File: config.mk
export PLATFORM = sky130hd
export DESIGN_NAME = alu_arbiter
export DESIGN_NICKNAME = d
export VERILOG_FILES = /design/src/rtl/alu_arbiter_pkg.sv /design/src/rtl/alu_cmd_decode.sv /design/src/rtl/alu_arbiter.sv
export SDC_FILE = /design/constraint.sdc
export NUM_CORES = 1
export LEC_CHECK = 0
export CAP_MARGIN = 20
export CORE_MARGIN = 2
export CORE_UTILIZATION = 39
export CTS_CLUSTER_DIAMETER = 120
export DETAILED_ROUTE_END_ITERATION = 8
export PLACE_DENSITY = 0.8
export SKIP_CTS_REPAIR_TIMING = 1
export SLEW_MARGIN = 20
export SYNTH_ARGS = -nofsm -noshare
export SYNTH_HDL_FRONTEND = slang
export SYNTH_SLANG_ARGS = --single-unit
File: constraint.sdc
create_clock -name clk -period 1.8 [get_ports clk]
set_input_delay 0.27 -clock clk [delete_from_list [all_inputs] [get_ports clk]]
set_output_delay 0.27 -clock clk [all_outputs]
set_load 0.05 [all_outputs]
File: src/rtl/alu_arbiter_pkg.sv
// alu_arbiter_pkg
// Shared definitions for users of the 32-bit structural ALU datapath:
//   - operand width
//   - 3-bit command codes (cADD..cOR)
//   - datapath result-select (muxindex) encodings
//   - arbiter FSM state encoding
//   - helper telling which commands report carry/overflow
package alu_arbiter_pkg;

  localparam int DATA_W = 32;

  typedef enum logic [2:0] {
    cADD  = 3'd0,
    cSUB  = 3'd1,
    cXOR  = 3'd2,
    cSLT  = 3'd3,
    cAND  = 3'd4,
    cNAND = 3'd5,
    cNOR  = 3'd6,
    cOR   = 3'd7
  } alu_cmd_e;

  // Result-select inputs of the datapath output mux.
  localparam logic [2:0] MUX_SUM  = 3'd0;
  localparam logic [2:0] MUX_XOR  = 3'd1;
  localparam logic [2:0] MUX_AND  = 3'd2;
  localparam logic [2:0] MUX_NAND = 3'd3;
  localparam logic [2:0] MUX_NOR  = 3'd4;
  localparam logic [2:0] MUX_OR   = 3'd5;

  typedef enum logic [1:0] {
    IDLE = 2'd0,
    EXEC = 2'd1,
    RESP = 2'd2
  } state_e;

  // Only true add/subtract report the adder's carry and overflow.
  // SLT uses the adder internally but returns a boolean, so its flags are 0.
  function automatic logic cmd_has_flags(input alu_cmd_e cmd);
    return (cmd == cADD) || (cmd == cSUB);
  endfunction

endpackage

File: src/rtl/alu_cmd_decode.sv
// alu_cmd_decode
// Combinational decoder from a 3-bit ALU command to the datapath controls.
// Ports:
//   cmd       in  3  command code (alu_cmd_e encoding)
//   muxindex  out 3  datapath result select
//   inverse   out 1  invert operand b before the adder
//   carryin   out 1  adder carry-in
module alu_cmd_decode
  import alu_arbiter_pkg::*;
(
  input  logic [2:0] cmd,
  output logic [2:0] muxindex,
  output logic       inverse,
  output logic       carryin
);

  always_comb begin
    muxindex = MUX_SUM;
    inverse  = 1'b0;
    carryin  = 1'b0;
    case (cmd)
      cADD:  muxindex = MUX_SUM;
      // a + ~b + 1 = a - b; SLT reads the sign of that difference.
      cSUB,
      cSLT: begin
        muxindex = MUX_SUM;
        inverse  = 1'b1;
        carryin  = 1'b1;
      end
      cXOR:  muxindex = MUX_XOR;
      cAND:  muxindex = MUX_AND;
      cNAND: muxindex = MUX_NAND;
      cNOR:  muxindex = MUX_NOR;
      cOR:   muxindex = MUX_OR;
      default: muxindex = MUX_SUM;
    endcase
  end

endmodule

File: src/rtl/alu_arbiter.sv
// alu_arbiter
// Two-port round-robin arbiter and sequencer for the shared structural ALU.
// A granted request is latched onto registered alu_* outputs, held for
// SETTLE_CYCLES cycles so the ripple datapath settles, then the result and
// flags are captured into a registered response held until resp_ready.
// Ports:
//   clk, rst_n                       clock, synchronous active-low reset
//   req_valid[1:0] / req_ready[1:0]  request handshakes, bit i = requester i
//   req_cmd0/1, req_a0/1, req_b0/1   per-requester command and operands
//   resp_valid / resp_ready          response handshake
//   resp_id, resp_result             owner of the response, 32-bit result
//   resp_zero, resp_carry, resp_ovf  result flags
//   alu_a, alu_b, alu_muxindex,
//   alu_inverse, alu_carryin         registered controls to the datapath
//   alu_res, alu_carryout,
//   alu_overflow                     datapath outputs
module alu_arbiter
  import alu_arbiter_pkg::*;
#(
  parameter int SETTLE_CYCLES = 4,
  parameter int CNT_W         = 8
) (
  input  logic              clk,
  input  logic              rst_n,
  input  logic [1:0]        req_valid,
  output logic [1:0]        req_ready,
  input  logic [2:0]        req_cmd0,
  input  logic [2:0]        req_cmd1,
  input  logic [DATA_W-1:0] req_a0,
  input  logic [DATA_W-1:0] req_b0,
  input  logic [DATA_W-1:0] req_a1,
  input  logic [DATA_W-1:0] req_b1,
  output logic              resp_valid,
  input  logic              resp_ready,
  output logic              resp_id,
  output logic [DATA_W-1:0] resp_result,
  output logic              resp_zero,
  output logic              resp_carry,
  output logic              resp_ovf,
  output logic [DATA_W-1:0] alu_a,
  output logic [DATA_W-1:0] alu_b,
  output logic [2:0]        alu_muxindex,
  output logic              alu_inverse,
  output logic              alu_carryin,
  input  logic [DATA_W-1:0] alu_res,
  input  logic              alu_carryout,
  input  logic              alu_overflow
);

  // The counter is loaded at accept and the capture happens on the cycle it
  // reads zero, so EXEC lasts exactly SETTLE_CYCLES cycles.
  localparam logic [CNT_W-1:0] CNT_LOAD = CNT_W'(SETTLE_CYCLES - 1);

  state_e            state_reg;
  logic [CNT_W-1:0]  cnt_reg;
  logic              ptr_reg;   // requester favored when both are valid
  logic              id_reg;    // owner of the operation in flight
  alu_cmd_e          cmd_reg;

  logic              grant;
  logic              accept;
  logic [2:0]        cmd_arr [2];
  logic [DATA_W-1:0] a_arr   [2];
  logic [DATA_W-1:0] b_arr   [2];
  logic [2:0]        sel_cmd;
  logic [DATA_W-1:0] sel_a;
  logic [DATA_W-1:0] sel_b;

  logic [2:0]        dec_muxindex;
  logic              dec_inverse;
  logic              dec_carryin;

  logic              slt_bit;
  logic [DATA_W-1:0] final_result;

  assign cmd_arr[0] = req_cmd0;
  assign cmd_arr[1] = req_cmd1;
  assign a_arr[0]   = req_a0;
  assign a_arr[1]   = req_a1;
  assign b_arr[0]   = req_b0;
  assign b_arr[1]   = req_b1;

  // With a single requester valid it wins outright; with both valid the
  // pointer breaks the tie. With none valid grant is a don't-care.
  always_comb begin
    if (req_valid == 2'b11) begin
      grant = ptr_reg;
    end else begin
      grant = req_valid[1];
    end
  end

  // Ready is offered only to the granted requester, only in IDLE, and never
  // while reset is asserted, so at most one bit can be high.
  generate
    for (genvar gi = 0; gi < 2; gi++) begin : g_ready
      assign req_ready[gi] = rst_n && (state_reg == IDLE) &&
                             req_valid[gi] && (grant == 1'(gi));
    end
  endgenerate

  assign accept  = |req_ready;
  assign sel_cmd = cmd_arr[grant];
  assign sel_a   = a_arr[grant];
  assign sel_b   = b_arr[grant];

  alu_cmd_decode u_decode (
    .cmd      (sel_cmd),
    .muxindex (dec_muxindex),
    .inverse  (dec_inverse),
    .carryin  (dec_carryin)
  );

  // SLT: a - b is negative when the difference's sign disagrees with overflow.
  assign slt_bit      = alu_res[DATA_W-1] ^ alu_overflow;
  assign final_result = (cmd_reg == cSLT) ? {{(DATA_W-1){1'b0}}, slt_bit}
                                          : alu_res;

  always_ff @(posedge clk) begin
    if (!rst_n) begin
      state_reg    <= IDLE;
      cnt_reg      <= '0;
      ptr_reg      <= 1'b0;
      id_reg       <= 1'b0;
      cmd_reg      <= cADD;
      resp_valid   <= 1'b0;
      resp_id      <= 1'b0;
      resp_result  <= '0;
      resp_zero    <= 1'b0;
      resp_carry   <= 1'b0;
      resp_ovf     <= 1'b0;
      alu_a        <= '0;
      alu_b        <= '0;
      alu_muxindex <= MUX_SUM;
      alu_inverse  <= 1'b0;
      alu_carryin  <= 1'b0;
    end else begin
      case (state_reg)
        IDLE: begin
          if (accept) begin
            // Operands and controls stay frozen from here until the next
            // accept, keeping the datapath inputs constant through EXEC.
            alu_a        <= sel_a;
            alu_b        <= sel_b;
            alu_muxindex <= dec_muxindex;
            alu_inverse  <= dec_inverse;
            alu_carryin  <= dec_carryin;
            cmd_reg      <= alu_cmd_e'(sel_cmd);
            id_reg       <= grant;
            cnt_reg      <= CNT_LOAD;
            state_reg    <= EXEC;
          end
        end
        EXEC: begin
          if (cnt_reg == '0) begin
            resp_valid  <= 1'b1;
            resp_id     <= id_reg;
            resp_result <= final_result;
            resp_zero   <= (final_result == '0);
            resp_carry  <= cmd_has_flags(cmd_reg) ? alu_carryout : 1'b0;
            resp_ovf    <= cmd_has_flags(cmd_reg) ? alu_overflow : 1'b0;
            state_reg   <= RESP;
          end else begin
            cnt_reg <= cnt_reg - 1'b1;
          end
        end
        RESP: begin
          if (resp_ready) begin
            resp_valid <= 1'b0;
            ptr_reg    <= ~id_reg;
            state_reg  <= IDLE;
          end
        end
        default: state_reg <= IDLE;
      endcase
    end
  end

endmodule

# [After elaboration in Yosys (flattened, before gate mapping)]
# Cells that the tools add are included.
[classes] n_bitwise=4 n_reduce_logical=22 order_cmp=1 add_sub_neg=1 mux=25 n_eq_ne=16
[ops] operator="two-way mux 32 bit" count=7
[ops] operator="zero test 32 bit" count=1
[ops] operator="case mux 3 bit (6 select lines)" count=1
[ops] operator="two-way mux 8 bit" count=2
[ops] operator="case mux 8 bit (2 select lines)" count=1
[ops] operator="equality test 3 bit, second input constant" count=4
[ops] operator="equality test 3 x 2 -> 1 bit, second input constant" count=3
[ops] operator="two-way mux 3 bit" count=3
[ops] operator="AND reduction 3 bit" count=3
[ops] operator="zero test 8 bit" count=1
[ops] operator="inequality test 2 bit, second input constant" count=4
[ops] operator="subtractor 8 x 1 -> 8 bit, second input constant" count=1
[ops] operator="equality test 3 x 1 -> 1 bit, second input constant" count=2
[ops] operator="zero test 3 bit" count=2
[ops] operator="two-way mux 1 bit" count=6
[ops] operator="two-way mux 2 bit" count=3
[ops] operator="case mux 2 bit (3 select lines)" count=1
[ops] operator="AND reduction 2 bit" count=3
[ops] operator="logical AND 1 bit" count=5
[ops] operator="equality test 2 bit, second input constant" count=2
[ops] operator="nonzero test 2 bit" count=2
[ops] operator="OR reduction 2 bit" count=2
[ops] operator="OR reduction 3 bit" count=1
[ops] operator="equality test 2 x 1 -> 1 bit, second input constant" count=1
[ops] operator="7 further kinds" count=8
[totals] out_inout_bits=108 register_bits=120

# [Depth between registers and ports, before layout]
[depth] word_depth=9 depth_mapped=8 depth_no_buf=6

# [Hierarchy]
# A second synthesis with hierarchy kept.
[hier_totals] cells_unflattened=580 hier_area_um2=5187.5
[by_module_without_submodules] module="alu_arbiter" cells_per_inst=573 area_per_inst_um2=5141.2 instances=1 seq_area_each_um2=2422.3
[by_module_without_submodules] module="alu_cmd_decode" cells_per_inst=7 area_per_inst_um2=46.3 instances=1 seq_area_each_um2=0.0

# [Worst setup path after synthesis]
# Ideal clock, no wire load.
[synth_path] kind="reg2out" from="register ptr_reg" to="output port req_ready[1]" stages_incl_launch_ff=6 n_path_buf=2 t_required_ns=1.530 t_arrival_ns=1.532 path_slack_ns=-0.002 cell_sequence="dfxtp_1 > nand2b_1 > nand2_1 > buf_2 > buf_2 > nor2_1"
[synth_via] elab_chain_cells=2
[synth_rtl] element="start: declaration" line_no="alu_arbiter.sv:56" rtl="logic ptr_reg;"
[synth_rtl] element="start signal: assignment" line_no="alu_arbiter.sv:170" rtl="ptr_reg <= ~id_reg;"
[synth_rtl] element="two-way mux 1 bit" line_no="alu_arbiter.sv:86" rtl="if (req_valid == 2'b11) begin"
[synth_rtl] element="logical AND 1 bit" line_no="alu_arbiter.sv:98" rtl="req_valid[gi] && (grant == 1'(gi));"
[synth_rtl] element="end: declaration" line_no="alu_arbiter.sv:26" rtl="output logic [1:0] req_ready,"
# Every way passes these cells.

# [Worst setup path after layout]
[layout_path] from="register state_reg[0]" to="output port req_ready[1]"
[layout_via] elab_chain_cells=4
[layout_rtl] element="start: declaration" line_no="alu_arbiter.sv:54" rtl="state_e state_reg;"
[layout_rtl] element="start signal: assignment" line_no="alu_arbiter.sv:121" rtl="state_reg <= IDLE;"
[layout_rtl] element="start signal: assignment" line_no="alu_arbiter.sv:151" rtl="state_reg <= EXEC;"
[layout_rtl] element="start signal: assignment" line_no="alu_arbiter.sv:162" rtl="state_reg <= RESP;"
[layout_rtl] element="zero test 2 bit" line_no="alu_arbiter.sv:97" rtl="assign req_ready[gi] = rst_n && (state_reg == IDLE) &&"
[layout_rtl] element="logical AND 1 bit (2 in series)" line_no="alu_arbiter.sv:97"
[layout_rtl] element="logical AND 1 bit" line_no="alu_arbiter.sv:98"
# Every way passes these cells.

==> metrics.txt <==
wire length per cell 16.0 um; Power Internal 7.65 mW; r2r worst-path depth 6; Antenna Diode Count 0; clock transition at the registers of the reported paths 0.06 ns; 1st-iter DRT viols 503; level count of the clock H-tree 4; fraction of registers with async set/reset 0%; Final Hold Vio Count 0; overflow left after global routing 0; Static Leakage 4.48 nW; worst reg2reg path endpoint cnt_reg[1]; required time of the critical path 1.53 ns; Routability Congestion 0.851; area enclosed by the die boundary 14200 um2; syn_nets 819; detailed-route DRC error count 0; Clock Power Share 22.6%; total vias in the final route 5689; worst hold path depth 3; number of buffers created by CTS 17; Std-Cell Rows 42; placed instance area 8220 um2; layout cells sized above 1 12.7%; total power 13.3 mW; total negative setup slack -0.0504 ns; start point of the worst min-delay path req_b1[21]; maximum number of pins on one net before global-route repair 47; switching part of the total 42.6%; Ports 281; PnR worst setup slack -0.0466 ns; initial antenna violation count 0; initial core utilization 39.5%; slew at the pin with the worst max-slew slack 0.552 ns; Data arrival, critical path 1.58 ns; Yosys warning total 0; global-route usage over all layers 23.9%; count of cell types in the netlist 52; type of the worst setup path register to primary output; biggest fanout along the worst timing path 6; number of enable flip-flop cells after synthesis 0; placed wire-length estimate 12500 um; post-route design area 8990 um2; Hold EP alu_b[21]; total count of max-transition violations in the final report 0; pre-CTS worst setup slack -0.292 ns; vias per cell 5.13; post-synthesis instance total 644; Power Dens Cells 1480 nW/um2; Fmax achieved 542 MHz; Max Clock Skew 0.0110 ns; Reg power frac 28.6%; overall die width 119 um; Period Utilization, post-route 103%; CORE AREA 13100 um2; VDD IR-drop max 0.000680 V; time the final worst path needs with I/O delays and setup 1.85 ns; CTS Root Buffer Type sky130_fd_sc_hd__clkbuf_16; run status finished, violations left; Avg Inst Size Synth 8.03 um2; reported net switching power 5.69 mW; final setup violation count 2; Gate power share 48.8%; number of routed nets with antenna violations 0; clock tree from TritonCTS yes; largest registers ranked by flip-flop count alu_a x32, alu_b x32, resp_result x32; total number of clock tree sinks 120; setup repair after global routing missed its margin true; sequential-to-total area share from yosys stat 46.4%; clock latency reported for the late side of the worst-skew pair 0.41 ns; final routed wirelength across all metal layers 17800 um; first-pass iteration count of the detailed router 4; post-synthesis sequential element count 120; via count of the first global-routing pass 5349; relative slew slack 63.2%; die extent in y 119 um; FF-to-FF setup slack 0.07 ns; Hold WC Path Type input pin to register; Most used DFF post-synth sky130_fd_sc_hd__dfxtp_1; post-route worst hold slack 0.427 ns; Area growth, synth to finish 73.7%; violated checks setup timing; number of buffers on the longest clock path 2; kind of end point of the critical path primary output; global-route wire length before repair 27100 um; number of max-cap violations 0; Post-layout nets 1097; Port Buffer Count 280; synthesized area 5170 um2; r2r startpoint cnt_reg[0]; critical path launch point type register
-- power by group through the flow --
stage	registers (mW)	clock network, mW	logic, mW
5_1_grt	3.91	3.20	6.93
6_report	3.81	3.02	6.51
2_1_floorplan	5.86	0	2.16
3_5_place_dp	3.85	0	6.37
3_3_place_gp	3.84	0	6.31
4_1_cts	3.81	3.06	6.40
-- placed cells by master, fill, tap and decap left out, types with 4 or more instances in the layout --
master | netlist | routed
sky130_fd_sc_hd__clkdlybuf4s50_1 | 0 | 172
sky130_fd_sc_hd__nand2_1 | 170 | 169
sky130_fd_sc_hd__dfxtp_1 | 120 | 119
sky130_fd_sc_hd__nor2_1 | 77 | 76
sky130_fd_sc_hd__dlymetal6s2s_1 | 0 | 69
sky130_fd_sc_hd__a311oi_1 | 65 | 64
sky130_fd_sc_hd__buf_4 | 13 | 62
sky130_fd_sc_hd__a21oi_1 | 42 | 42
sky130_fd_sc_hd__nand3_1 | 37 | 36
sky130_fd_sc_hd__clkbuf_16 | 0 | 17
sky130_fd_sc_hd__buf_12 | 0 | 11
sky130_fd_sc_hd__o21ai_0 | 7 | 7
sky130_fd_sc_hd__clkbuf_1 | 22 | 7
sky130_fd_sc_hd__nor4_1 | 6 | 6
sky130_fd_sc_hd__clkinv_2 | 0 | 4
sky130_fd_sc_hd__nor3_1 | 4 | 4
sky130_fd_sc_hd__clkbuf_8 | 0 | 4
-- cells by family after synthesis --
family | synth area share (%)
mux | 0.822
fa+ha+maj | 0.484
xor+xnor | 0.677
simple gates | 26.8
buf+inv | 5.63
flops | 46.4
compound gates | 19.1
-- layout make-up --
| type | instances | area (um2) |
|---|---|---|
| Fill cell | 1033 | 4100 |
| Tap cell | 176 | 220 |
| Clock buffer | 28 | 507 |
| Inverter | 4 | 16.3 |
| Timing Repair Buffer | 314 | 3270 |
| Clock inverter | 3 | 15.0 |
| Sequential cell | 120 | 2400 |
| Multi-Input combinational cell | 465 | 2550 |
-- per-stage QoR --
| step | instances | util, % |
|---|---|---|
| finish | 1110 | 68.7 |
| global route | 1110 | 68.7 |
| CTS | 1109 | 66.8 |
| detailed placement | 1078 | 62.8 |
| global placement | 1078 | 62.8 |
| floorplan | 644 | - |
-- worst max-delay path: stages, from the launching register on --
cell and delay, ns:
sky130_fd_sc_hd__dfxtp_2 0.35, sky130_fd_sc_hd__or3b_4 0.42, sky130_fd_sc_hd__buf_4 0.16, sky130_fd_sc_hd__nor2_4 0.09
sky130_fd_sc_hd__buf_12 0.14
-- metal layers --
layer / GRT usage, % / share of wire (%) / vias up
met4: 12.7 / 4.0 / 0
li1: - / - / 2836
met2: 38.5 / 48 / 218
met3: 6.99 / 6.7 / 48
met1: 28.8 / 42 / 2587
met5: 0 / 0 / -
-- cell usage after synthesis (all sizes together), types with 4 or more instances --
cell	n	area share, %
inv	4	0.29
nand3	37	3.6
o21ai	9	0.94
nor2	78	6.0
nor3	4	0.39
buf	33	3.7
a21oi	42	4.1
a311oi	65	11
nor3b	4	0.58
dfxtp	120	46
o211ai	4	0.68
nand2	170	12
clkbuf	22	1.6
nor4	6	0.73
-- worst max path at each step --
stage	start	endpoint	slack [ns]	cells after the start
floorplan	ptr_reg	req_ready[0]	0.12	5
global placement	rst_n	alu_b[28]	-0.19	6
detailed placement	rst_n	alu_b[29]	-0.29	6
CTS	state_reg[1]	req_ready[0]	-0.12	5
global route	state_reg[0]	req_ready[1]	-0.10	4
finish	state_reg[0]	req_ready[1]	-0.05	4
Note: power is estimated with default switching activity, not from simulation.
